### src/rtl/buf_collector_pkg.sv
// Shared types and constants for the per-core result buffer collector.
package buf_collector_pkg;
    localparam int          N_CORES_DEF = 4;
    localparam logic [31:0] SAD_INIT    = 32'hFFFF_FFFF;

    typedef enum logic [1:0] {
        IDLE = 2'd0,
        WAIT = 2'd1,
        SCAN = 2'd2,
        DONE = 2'd3
    } state_t;
endpackage

### src/rtl/buf_collector_if.sv
// Core-side buffer bus plus result outputs; master = cores/board, slave = collector.
interface buf_collector_if import buf_collector_pkg::*; #(
    parameter int N_CORES = N_CORES_DEF,
    parameter int IDX_W   = 2
);
    logic                   clear;
    logic [N_CORES-1:0]     core_en;
    logic [N_CORES-1:0]     buf_flag;
    logic [32*N_CORES-1:0]  buf_val_1_bus;
    logic [32*N_CORES-1:0]  buf_val_2_bus;
    logic [N_CORES-1:0]     captured;
    logic                   busy;
    logic                   done;
    logic                   best_valid;
    logic [31:0]            best_sad;
    logic [31:0]            best_coord;
    logic [IDX_W-1:0]       best_core;

    modport master (
        output clear, core_en, buf_flag, buf_val_1_bus, buf_val_2_bus,
        input  captured, busy, done, best_valid, best_sad, best_coord, best_core
    );

    modport slave (
        input  clear, core_en, buf_flag, buf_val_1_bus, buf_val_2_bus,
        output captured, busy, done, best_valid, best_sad, best_coord, best_core
    );
endinterface

### src/rtl/buf_capture_slot.sv
// One core's record slot: flag rise detect, first-record-wins capture of SAD/coord.
module buf_capture_slot (
    input  logic        Clk,
    input  logic        Reset,
    input  logic        clear,
    input  logic        accept_en,
    input  logic        buf_flag,
    input  logic [31:0] val_1,
    input  logic [31:0] val_2,
    output logic        captured,
    output logic [31:0] sad,
    output logic [31:0] coord
);
    logic flag_d;
    logic take;

    // flag_d is deliberately untouched by clear so a held flag is not re-captured.
    assign take = buf_flag & ~flag_d & ~captured & accept_en & ~clear;

    always_ff @(posedge Clk or posedge Reset) begin
        if (Reset) flag_d <= 1'b0;
        else       flag_d <= buf_flag;
    end

    always_ff @(posedge Clk or posedge Reset) begin
        if (Reset)      captured <= 1'b0;
        else if (clear) captured <= 1'b0;
        else if (take)  captured <= 1'b1;
    end

    always_ff @(posedge Clk or posedge Reset) begin
        if (Reset) begin
            sad   <= '0;
            coord <= '0;
        end else if (take) begin
            sad   <= val_1;
            coord <= val_2;
        end
    end
endmodule

### src/rtl/buf_collector.sv
// Collects one SAD/coord record per enabled core, then serially scans for the minimum SAD.
module buf_collector import buf_collector_pkg::*; #(
    parameter int N_CORES = N_CORES_DEF,
    parameter int IDX_W   = 2
) (
    input logic            Clk,
    input logic            Reset,
    buf_collector_if.slave bus
);
    state_t             state, state_nxt;
    logic [IDX_W-1:0]   idx;
    logic [N_CORES-1:0] captured;
    logic [31:0]        slot_sad   [N_CORES];
    logic [31:0]        slot_coord [N_CORES];
    logic               complete;
    logic               accept_en;
    logic               scan_start;
    logic               last_idx;
    logic [31:0]        best_sad, best_coord;
    logic [IDX_W-1:0]   best_core;
    logic               best_valid;

    for (genvar g = 0; g < N_CORES; g++) begin : g_slot
        buf_capture_slot u_slot (
            .Clk       (Clk),
            .Reset     (Reset),
            .clear     (bus.clear),
            .accept_en (accept_en),
            .buf_flag  (bus.buf_flag[g]),
            .val_1     (bus.buf_val_1_bus[32*g +: 32]),
            .val_2     (bus.buf_val_2_bus[32*g +: 32]),
            .captured  (captured[g]),
            .sad       (slot_sad[g]),
            .coord     (slot_coord[g])
        );
    end

    assign complete   = &(captured | ~bus.core_en);
    assign accept_en  = (state != DONE);
    assign last_idx   = (idx == IDX_W'(N_CORES - 1));
    assign scan_start = (state_nxt == SCAN) && (state != SCAN);

    always_ff @(posedge Clk or posedge Reset) begin
        if (Reset) state <= IDLE;
        else       state <= state_nxt;
    end

    // IDLE skips WAIT when every enabled core has already reported.
    always_comb begin
        state_nxt = state;
        if (bus.clear) begin
            state_nxt = IDLE;
        end else begin
            case (state)
                IDLE: if (complete) state_nxt = SCAN;
                      else if (|captured) state_nxt = WAIT;
                WAIT: if (complete) state_nxt = SCAN;
                SCAN: if (last_idx) state_nxt = DONE;
                DONE: state_nxt = DONE;
                default: state_nxt = IDLE;
            endcase
        end
    end

    always_comb begin
        bus.busy = 1'b0;
        bus.done = 1'b0;
        case (state)
            WAIT, SCAN: bus.busy = 1'b1;
            DONE:       bus.done = 1'b1;
            default: ;
        endcase
    end

    always_ff @(posedge Clk or posedge Reset) begin
        if (Reset)                        idx <= '0;
        else if (bus.clear || state != SCAN) idx <= '0;
        else                              idx <= idx + IDX_W'(1);
    end

    // Strict less-than keeps the lower index on equal SADs.
    always_ff @(posedge Clk or posedge Reset) begin
        if (Reset) begin
            best_sad   <= SAD_INIT;
            best_coord <= '0;
            best_core  <= '0;
            best_valid <= 1'b0;
        end else if (bus.clear || scan_start) begin
            best_sad   <= SAD_INIT;
            best_coord <= '0;
            best_core  <= '0;
            best_valid <= 1'b0;
        end else if (state == SCAN && bus.core_en[idx]) begin
            best_valid <= 1'b1;
            if (slot_sad[idx] < best_sad) begin
                best_sad   <= slot_sad[idx];
                best_coord <= slot_coord[idx];
                best_core  <= idx;
            end
        end
    end

    assign bus.captured   = captured;
    assign bus.best_sad   = best_sad;
    assign bus.best_coord = best_coord;
    assign bus.best_core  = best_core;
    assign bus.best_valid = best_valid;
endmodule
### src/flat_wrapper.sv
// flat-port wrapper written by rule: the top's interface ports become plain ports
module buf_collector_flat import buf_collector_pkg::*;
#(
    parameter int N_CORES = N_CORES_DEF,
    parameter int IDX_W   = 2
)
  (Clk, Reset, bus_clear, bus_core_en, bus_buf_flag, bus_buf_val_1_bus, bus_buf_val_2_bus, bus_captured, bus_busy, bus_done, bus_best_valid, bus_best_sad, bus_best_coord, bus_best_core);
  buf_collector_if #(.N_CORES(N_CORES), .IDX_W(IDX_W)) bus_i ();
  input logic Clk;
  input logic Reset;
  input wire logic [$bits(bus_i.clear)-1:0] bus_clear;
  input wire logic [$bits(bus_i.core_en)-1:0] bus_core_en;
  input wire logic [$bits(bus_i.buf_flag)-1:0] bus_buf_flag;
  input wire logic [$bits(bus_i.buf_val_1_bus)-1:0] bus_buf_val_1_bus;
  input wire logic [$bits(bus_i.buf_val_2_bus)-1:0] bus_buf_val_2_bus;
  output wire logic [$bits(bus_i.captured)-1:0] bus_captured;
  output wire logic [$bits(bus_i.busy)-1:0] bus_busy;
  output wire logic [$bits(bus_i.done)-1:0] bus_done;
  output wire logic [$bits(bus_i.best_valid)-1:0] bus_best_valid;
  output wire logic [$bits(bus_i.best_sad)-1:0] bus_best_sad;
  output wire logic [$bits(bus_i.best_coord)-1:0] bus_best_coord;
  output wire logic [$bits(bus_i.best_core)-1:0] bus_best_core;
  assign bus_i.clear = bus_clear;
  assign bus_i.core_en = bus_core_en;
  assign bus_i.buf_flag = bus_buf_flag;
  assign bus_i.buf_val_1_bus = bus_buf_val_1_bus;
  assign bus_i.buf_val_2_bus = bus_buf_val_2_bus;
  assign bus_captured = bus_i.captured;
  assign bus_busy = bus_i.busy;
  assign bus_done = bus_i.done;
  assign bus_best_valid = bus_i.best_valid;
  assign bus_best_sad = bus_i.best_sad;
  assign bus_best_coord = bus_i.best_coord;
  assign bus_best_core = bus_i.best_core;
  buf_collector #(.N_CORES(N_CORES), .IDX_W(IDX_W)) u_core (.Clk(Clk), .Reset(Reset), .bus(bus_i));
endmodule
### config.mk
export PLATFORM = sky130hd
export DESIGN_NAME = buf_collector_flat
export DESIGN_NICKNAME = d
export VERILOG_FILES = /design/src/rtl/buf_collector_pkg.sv /design/src/rtl/buf_collector_if.sv /design/src/rtl/buf_capture_slot.sv /design/src/rtl/buf_collector.sv /design/src/flat_wrapper.sv
export SDC_FILE = /design/constraint.sdc
export NUM_CORES = 1
export LEC_CHECK = 0
export BUFFER_PORTS_ARGS = -buffer_cell sky130_fd_sc_hd__buf_2
export CAP_MARGIN = 20
export CORE_MARGIN = 1
export CORE_UTILIZATION = 58
export CTS_CLUSTER_SIZE = 20
export DETAILED_ROUTE_END_ITERATION = 10
export GPL_ROUTABILITY_DRIVEN = 0
export PLACE_DENSITY_LB_ADDON = 0.08
export SLEW_MARGIN = 20
export SYNTH_ARGS = -nofsm -noshare
export SYNTH_HDL_FRONTEND = slang
export SYNTH_SLANG_ARGS = --single-unit
### constraint.sdc
create_clock -name Clk -period 20.8 [get_ports Clk]
set_clock_uncertainty 0.1 [all_clocks]
set_input_delay 6.24 -clock Clk [delete_from_list [all_inputs] [get_ports Clk]]
set_output_delay 6.24 -clock Clk [all_outputs]
set_load 0.005 [all_outputs]
==> results by group <==
Power
  • Psw: between 0.0005 and 0.0006 W
  • Leakage power: between 8 and 9 nW
  • Int Pwr: 0.001475 W
  • Final Power: just over 0.002 W
  • Power density over cell area: 110.9 mW/mm^2
  • Comb pwr share: 23.6%
  • Worst vdd ir: 0.08084 mV
  • Clock power share: 30.9%
  • Switching Share: between 20% and 30%
  • Reg power frac: 45.5%

Synth
  • Post-synth EDFFs: 0
  • Seq/Total Area, Yosys: 55.27%
  • #FFs+latches synth: 335
  • YS warnings: 0
  • Main synth FF type: dfrtp_1
  • Asr flop ratio synth: 100.0%
  • Mapped Avg Cell Area: about 14 um^2
  • Yosys cell types: 34
  • Post-Syn Instances: 1103
  • Syn Nets: around 1400
  • Cell Area, Synth: 0.01524 mm^2

Worst setup path
  • Reg2reg end: u_core.bus.best_core[0]
  • CP Capture Type: flip-flop
  • CP Launch Type: input port
  • Worst path slowest cell: and3_2
  • CP Cell Sequence: buf_2, mux4_2, nand2_1, a311oi_1, and3_2, buf_4, nand3_1, a21oi_1
  • Max FO, Critical Path: 41
  • Worst R2R Start: u_core.idx[0]
  • Reg2reg path depth: 9
  • CP max stage delay: 0.63 ns
  • Reg2Reg Setup Slack: 15.94 ns
  • WS Path Type: input port to flip-flop
  • Critical Path RT: 21.11 ns
  • Arr. time, crit path: 8.52 ns

Run
  • Max-cap viol count: 0

Floorplanning
  • Die height: roughly 160 um
  • Starting Density: 59.83%
  • CORE AREA: 0.02547 mm^2
  • Row cnt: 58
  • I/O pin count: 340
  • Die ar.: between 0.02 and 0.03 mm^2
  • Width of the die: about 160 um

Timing
  • Min Tclk post-route: between 8 and 9 ns
  • Setup violators final: 0
  • RSZ-0062 raised after global routing: false
  • Setup TNS: 0 ns
  • Max Slew Vio Count: 0
  • Relative slew slack: 34.83%
  • Worst-Margin Slew: 0.9775 ns
  • Tcrit/Tclk final: 39.48%
  • Final Hold Viols: 0
  • Fmax: 121.8 MHz

Clock tree
  • CTS tree: done
  • Clk_lat worst skew: 0.51 ns
  • # resized after CTS: 0
  • Max Root-Sink Buffers: 3
  • Worst-path clk slew: about 0.060 ns
  • # Post-CTS Setup Buffers: 0
  • Root Buffer: clkbuf_16
  • CTS Buf Count: 35
  • CTS hold repair buffers: 0
  • Clock net sink count: 335
  • H-tree levels: 2

Global routing
  • Largest net degree at the start of global routing: 157
  • Global route overflow: 0
  • Total track usage: 30.08%
  • Vias in the first global route: roughly 11000
  • First-pass GRT wire length: 61090 um
  • Initial antenna violation count: 17

Detailed routing
  • Vias: 10405
  • 1st-iter DRT viols: about 750
  • Drt drc: 0
  • WL final: ~39000 um
  • First-pass iteration count of the detailed router: 5
  • Vias per cell: 5.836
  • Antenna Violating Nets Remaining: 0
  • Routed wire per std cell: 22.08 um

Worst hold path
  • Hold EP: u_core.g_slot[1].u_slot.coord[3]
  • Worst Hold Depth: 1
  • Hold Crit Start: u_core.g_slot[1].u_slot.coord[3]
  • Tightest Hold Check Type: flip-flop to flip-flop

Finish
  • Nets: 1716
  • Synth-to-layout area growth: 20.55%
  • Fillers: between 1500 and 2000
  • Share of cells above drive strength 1: 53.51%

Outcome
  • Status: completed

Placement
  • Port Buffers: between 300 and 400
  • HPWL Detailed: 26060 um
-- critical path, delay by kind of cell --
family          cells  cell delay (ns)
compound gates      2             0.52
buf+inv             2             0.63
mux                 1             0.28
simple gates        3             0.83
-- power by group through the flow --
stage / registers [W] / clock network, W / logic, W
2_1_floorplan: 0.000904 / 0 / 0.000350
3_3_place_gp: 0.000925 / 0 / 0.000462
3_5_place_dp: 0.000935 / 0 / 0.000479
4_1_cts: 0.000925 / 0.000640 / 0.000482
5_1_grt: 0.000948 / 0.000665 / 0.000524
6_report: 0.000928 / 0.000630 / 0.000480
-- synthesized netlist by cell type (all sizes together), types with 2 or more instances --
master | n | share of area, %
nand2 | 9 | 0.22
nor2 | 11 | 0.27
and3 | 2 | 0.082
clkbuf | 46 | 1.1
inv | 41 | 1.0
buf | 35 | 1.2
nor4 | 3 | 0.12
nand3 | 105 | 3.4
ha | 37 | 3.0
a211oi | 4 | 0.20
dfrtp | 303 | 50
dfstp | 32 | 5.5
mux2 | 256 | 19
nor3 | 3 | 0.098
o21ai | 78 | 2.6
nand4 | 7 | 0.29
a21oi | 48 | 1.6
nand2b | 5 | 0.21
a21o | 2 | 0.098
mux4 | 65 | 9.6
-- cells in the final DEF (no fill, tap or decap), drive strengths merged, types with 7 or more instances in the layout --
master  instances
buf           353
dfrtp         303
mux2          256
nand3         105
o21ai          78
mux4           65
clkbuf         52
a21oi          48
inv            41
ha             37
dfstp          32
diode          16
nor2           11
nand2           9
nand4           7
clkinv          7
-- how the worst max path moves through the flow --
stage              startpoint                         endpoint  slack (ns)  cells after the start
6_report       bus_core_en[3]          u_core.bus.best_core[0]       12.59                      8
5_1_grt                 Reset  u_core.g_slot[3].u_slot.sad[24]       12.24                      4
4_1_cts                 Reset  u_core.g_slot[1].u_slot.sad[18]       12.58                      4
3_5_place_dp            Reset        u_core.bus.best_coord[24]       12.04                      4
3_3_place_gp            Reset        u_core.bus.best_coord[24]       12.04                      4
2_1_floorplan           Reset         u_core.bus.best_coord[0]        5.23                      1
-- state kept, by name, summed over array words and instances (netlist names) --
| name | flops |
|---|---|
| u_core.bus.best_coord | 32 |
| u_core.bus.best_core | 2 |
| u_core.bus.best_sad | 32 |
| u_core.bus.best_valid | 1 |
| u_core.g_slot.u_slot.captured | 4 |
| u_core.g_slot.u_slot.coord | 128 |
| u_core.g_slot.u_slot.flag_d | 4 |
| u_core.g_slot.u_slot.sad | 128 |
| u_core.idx | 2 |
| u_core.state | 2 |
-- final cells by class --
| cell class | instances | area [um^2] | area share, % |
|---|---|---|---|
| sequential | 335 | 8431 | 45.89 |
| antenna | 16 | 40.04 | 0.2179 |
| clock inverter | 10 | 125.1 | 0.6811 |
| clock buffer | 52 | 1022 | 5.564 |
| timing repair buffer | 353 | 1814 | 9.875 |
| tap | 330 | 412.9 | 2.247 |
| inverter | 41 | 161.4 | 0.8786 |
| multi-input combinational | 646 | 6365 | 34.65 |
-- through the flow --
stage          util, %  worst slack (ns)  area (um^2)  cells  hold slack, ns
2_1_floorplan        -             5.231        15240   1103          0.3739
3_3_place_gp     67.46             12.04        17180   1705          0.3819
3_5_place_dp     67.46             12.04        17180   1705          0.3881
4_1_cts          71.97             12.58        18330   1767          0.4014
5_1_grt          72.05             12.24        18350   1775          0.4074
6_report         72.12             12.59        18370   1783          0.4006
-- cells by family (layout without fill, tap and decap cells) --
logic type                 after synthesis  in the layout  synth area share [%]
muxes                                  321            321                 28.52
and+or+nand+nor                        148            148                 4.893
adders and majority gates               37             37                 3.038
buffers and inverters                  122            456                 3.383
AOI/OAI and AO/OA                      140            140                 4.893
DFF                                    335            335                 55.27
other                                    0             16                     0
-- metal layers --
metal,track usage (%),vias to the layer above,wire length [um]
li1,-,4673,-
met1,38.43,5292,15790
met2,49.44,362,19330
met3,8.207,70,3133
met4,10.61,8,1075
met5,0,-,39
No activity file was read; power rests on OpenSTA's default activity.
